`src/rtl/flipflop_jk_bank.sv`:
```
// flipflop_jk_bank: WIDTH independent JK flip-flops on one clock, with
// synchronous reset, clock enable, parallel load, per-edge change flags
// and a saturating toggle-event counter.
//
// Ports:
//   i_clk        clock, all state updates on the rising edge
//   i_rst        synchronous active-high reset
//   i_en         enable for the JK update
//   i_load       parallel load strobe, beats i_en
//   i_d          parallel load data
//   i_j, i_k     per-channel J and K inputs
//   o_q, o_qn    flip-flop state and its inverse
//   o_changed    bits of o_q that changed on the last edge
//   o_toggle_cnt saturating count of J=K=1 bit-events
//   o_sat        high while the counter sits at its maximum
module flipflop_jk_bank #(
  parameter int unsigned      WIDTH       = 4,
  parameter logic [WIDTH-1:0] RESET_VALUE = '0,
  parameter int unsigned      CNT_WIDTH   = 8
) (
  input  logic                 i_clk,
  input  logic                 i_rst,
  input  logic                 i_en,
  input  logic                 i_load,
  input  logic [WIDTH-1:0]     i_d,
  input  logic [WIDTH-1:0]     i_j,
  input  logic [WIDTH-1:0]     i_k,
  output logic [WIDTH-1:0]     o_q,
  output logic [WIDTH-1:0]     o_qn,
  output logic [WIDTH-1:0]     o_changed,
  output logic [CNT_WIDTH-1:0] o_toggle_cnt,
  output logic                 o_sat
);

  localparam logic [CNT_WIDTH:0] CNT_MAX =
    {1'b0, {CNT_WIDTH{1'b1}}};

  logic [WIDTH-1:0]     q_q, q_d;
  logic [WIDTH-1:0]     chg_q, chg_d;
  logic [CNT_WIDTH-1:0] cnt_q, cnt_d;
  logic                 sat_q, sat_d;

  logic [WIDTH-1:0]     tgl;
  logic [CNT_WIDTH:0]   pop;
  logic [CNT_WIDTH:0]   sum;

  assign tgl = i_j & i_k;

  // CNT_WIDTH >= clog2(WIDTH+1), so the popcount never overflows here.
  always_comb begin
    pop = '0;
    for (int n = 0; n < WIDTH; n++) begin
      pop = pop + {{CNT_WIDTH{1'b0}}, tgl[n]};
    end
  end

  always_comb begin
    q_d   = q_q;
    cnt_d = cnt_q;
    sum   = '0;
    if (i_load) begin
      q_d = i_d;
    end else if (i_en) begin
      // JK characteristic: Q+ = J&~Q | ~K&Q
      q_d = (i_j & ~q_q) | (~i_k & q_q);
      sum = {1'b0, cnt_q} + pop;
      // One extra bit of headroom so the clamp catches any overflow.
      if (sum > CNT_MAX) begin
        cnt_d = CNT_MAX[CNT_WIDTH-1:0];
      end else begin
        cnt_d = sum[CNT_WIDTH-1:0];
      end
    end
    chg_d = q_d ^ q_q;
    sat_d = (cnt_d == CNT_MAX[CNT_WIDTH-1:0]);
  end

  always_ff @(posedge i_clk) begin
    if (i_rst) begin
      q_q   <= RESET_VALUE;
      chg_q <= '0;
      cnt_q <= '0;
      sat_q <= 1'b0;
    end else begin
      q_q   <= q_d;
      chg_q <= chg_d;
      cnt_q <= cnt_d;
      sat_q <= sat_d;
    end
  end

  assign o_q          = q_q;
  assign o_qn         = ~q_q;
  assign o_changed    = chg_q;
  assign o_toggle_cnt = cnt_q;
  assign o_sat        = sat_q;

endmodule

```
`config.mk`:
```
export PLATFORM = sky130hd
export DESIGN_NAME = flipflop_jk_bank
export DESIGN_NICKNAME = d
export VERILOG_FILES = /design/src/rtl/flipflop_jk_bank.sv
export SDC_FILE = /design/constraint.sdc
export NUM_CORES = 1
export LEC_CHECK = 0
export ABC_AREA = 0
export BUFFER_PORTS_ARGS = -buffer_cell sky130_fd_sc_hd__buf_2
export CORE_MARGIN = 4
export CORE_UTILIZATION = 40
export DETAILED_ROUTE_END_ITERATION = 6
export GPL_TIMING_DRIVEN = 0
export HOLD_SLACK_MARGIN = 0.02
export PLACE_DENSITY = 0.68
export SLEW_MARGIN = 10
export SYNTH_ARGS = -nofsm -noshare
export SYNTH_HDL_FRONTEND = slang
export SYNTH_SLANG_ARGS = --single-unit
```
`constraint.sdc`:
```
create_clock -name i_clk -period 4.3 [get_ports i_clk]
set_clock_uncertainty 0.1 [all_clocks]
set_input_delay 0.86 -clock i_clk [delete_from_list [all_inputs] [get_ports i_clk]]
set_output_delay 0.86 -clock i_clk [all_outputs]
set_load 0.005 [all_outputs]
```
==> flow_summary.ini <==
[clock_tree]
cts_tree = done
numClockSinks = 17
cts_buffer_depth = 2
clkTransAtPathRegs_ns = 0.09
hold_buffers = 0
root_buffer = clkbuf_4
cts_buffers = 3
htreeDepth = 1
worstSkewPairLatency_ns = 0.29
cts_setup_buffers = 0
ctsResizeCount = 0

[floorplanning]
fp.dieW_um = 56.3
chipHeight_um = 56.3
dieArea_mm2 = 0.00317
initial_core_util_pct = 42.2
io_pins = 37
rows = 17
coreArea_mm2 = 0.00221

[power]
internal-power_mw = 0.232
power_mw = 0.316
vdd_drop_max_v = 0.000162
p_leak_nw = 0.509
seq_power_share_pct = 54.0
power_density_mw_per_mm2 = 272
combPwrFrac_pct = 19.6
p_sw_share_pct = 26.5
power_frac_clock_pct = 26.4
p_switching_mw = 0.0836

[worst_setup_path]
critPathKind = primary input to register
r2r_cells = 10
worst_ep_arrival_time_ns = 3.48
start_kind = primary input
endpoint_kind = register
cp_max_fo = 7
cp.required_ns = 4.40

[routing]
drt_iter0_markers = 8
dr.pass1.iters = 3
wl_per_cell_um = 12.0
vias_per_cell = 5.07
ant_nets = 0
dr_total_vias = 872
drc_errors = 0
drt-total-wl_um = 2060

[logic_synthesis]
synthXorXnorAreaFrac_pct = 6.57
avgSynthCellArea_um2 = 8.72
ys_seq_area_share_pct = 36.5
synth_mux_area_share_pct = 1.07
synth-async-reset-ratio_pct = 0
synth_top_family_by_area = compound AO/OA/AOI/OAI gates
synth_compound_area_share_pct = 21.2
ys_types = 30
netlist_area_um2 = 933
synth_seq_cells = 17
ys.warnings.count = 0
yosys.area_share.simple_pct = 17.8
ys.flop_type = dfxtp_1
synthAdderAreaFrac_pct = 7.77
synthCells = 107
synth_edf_count = 0
synth_nets = 127

[placed_design]
numPlacedInstances = 168
place_congestion = 0.790
dpl.hpwl_um = 1640
port_buffers = 33

[final_layout]
finalNetCount = 165
diodes = 0
fillCellCount = 230
area_growth_pct = 24.3
final_layout_size_suffix_gt1_share_pct = 29.2
instances_no_fill = 172

[global_routing]
grt_pass1_vias = 794
grt_max_degree = 11
grt_overflow = 0
antenna_found_initial = 0
grt_pass1_wl_um = 3340
grt_util_all_layers_pct = 13.5

[hold_path]
hold_depth = 1
hp-class = register to register

[flow_run]
maxCapViolations = 0

[sta]
fmax_mhz = 296
finalCritPeriodShare_pct = 78.6
hold_violations = 0
final.setup.tns_ns = 0
drv_slew = 0
layout_min_cycle_time_ns = 3.38
tightest_slew_ns = 0.447
setup_viol = 0
whs_ns = 0.482
rsz0062_at_grt = false
relSlewSlack_pct = 70.2

[run_status]
outcome = finished clean
[power groups by stage]
| stage | clock (mW) | sequential, mW | combinational [mW] |
|---|---|---|---|
| after floorplan | 0 | 0.175 | 0.0385 |
| after global placement | 0 | 0.174 | 0.0610 |
| after detailed placement | 0 | 0.174 | 0.0629 |
| after CTS | 0.0892 | 0.171 | 0.0632 |
| after global routing | 0.0959 | 0.172 | 0.0701 |
| final | 0.0834 | 0.170 | 0.0618 |
[flip-flops by register name, indices dropped and copies added (netlist names)]
name	count
o_changed	4
o_toggle_cnt	8
o_q	4
o_sat	1
[logic make-up after synthesis]
| kind of cell | after synthesis |
|---|---|
| buf+inv | 16 |
| flops | 17 |
| compound gates | 29 |
| xor+xnor | 7 |
| fa+ha+maj | 4 |
| mux | 1 |
| simple gates | 33 |
[metrics by stage]
step | worst slack (ns) | utilization [%] | cell area, um^2
after floorplan | 1.06 | - | 933
after global placement | 0.692 | 51.2 | 1130
after detailed placement | 0.639 | 51.2 | 1130
after CTS | 0.898 | 52.4 | 1160
after global routing | 0.719 | 52.4 | 1160
final | 0.919 | 52.4 | 1160
[path summary, 6_finish.rpt]
path | from | endpoint | slack [ns]
min reg2reg | o_toggle_cnt[6] | o_toggle_cnt[6] | 0.48
min | o_toggle_cnt[6] | o_toggle_cnt[6] | 0.48
max | i_k[0] | o_sat | 0.92
max reg2reg | o_toggle_cnt[0] | o_sat | 1.21
[final cells by class]
cell class / instances / area, um^2 / area share, %
well taps: 28 / 35.0 / 3.02
clock buffers: 4 / 26.3 / 2.27
repair buffers: 33 / 165 / 14.2
flip-flops and latches: 17 / 340 / 29.3
multi-input cells: 74 / 508 / 43.8
inverters: 10 / 37.5 / 3.24
plain buffers: 6 / 47.5 / 4.10
[synthesized netlist by cell type (all sizes together) (2+ instances only)]
master  count  area, um^2
xor2        2        17.5
dfxtp      17         340
nand3       3        15.0
a311oi      4        35.0
and3        2        12.5
a211oi      3        22.5
xnor2       5        43.8
nor2       11        41.3
inv        10        37.5
o21ai       2        10.0
buf         3        26.3
nand2       8        30.0
nand4       2        12.5
a21oi      16        80.1
nor3        2        10.0
nor2b       2        20.0
fa          3        60.1
clkbuf      3        21.3
[worst max-delay path: stages]
cell and delay [ns]:
buf_2 0.09, nand2_1 0.08, fa_1 0.49, fa_1 0.45
inv_1 0.08, fa_1 0.28, and4b_1 0.23, clkbuf_1 0.25
nand4_1 0.26, o41a_1 0.19, a211oi_1 0.22
[per-layer routing]
| layer | wire [um] | up-vias | GRT usage (%) |
|---|---|---|---|
| met2 | 983 | 28 | 22.5 |
| met4 | 26 | 0 | 6.10 |
| li1 | - | 449 | - |
| met1 | 894 | 393 | 15.6 |
| met5 | 0 | - | 0 |
| met3 | 157 | 2 | 4.14 |
[cell usage in the layout (no fill, tap or decap), types with 3 or more instances in the layout]
master | Yosys | final
a21oi_1 | 16 | 16
nand2_1 | 8 | 8
nor2_1 | 11 | 11
nand3_1 | 3 | 3
fa_1 | 3 | 3
a211oi_1 | 3 | 3
inv_1 | 10 | 10
a311oi_1 | 4 | 4
clkbuf_4 | 0 | 3
clkbuf_1 | 2 | 3
xnor2_1 | 5 | 5
buf_2 | 0 | 33
dfxtp_1 | 17 | 17
Note: power is estimated with default switching activity, not from simulation.
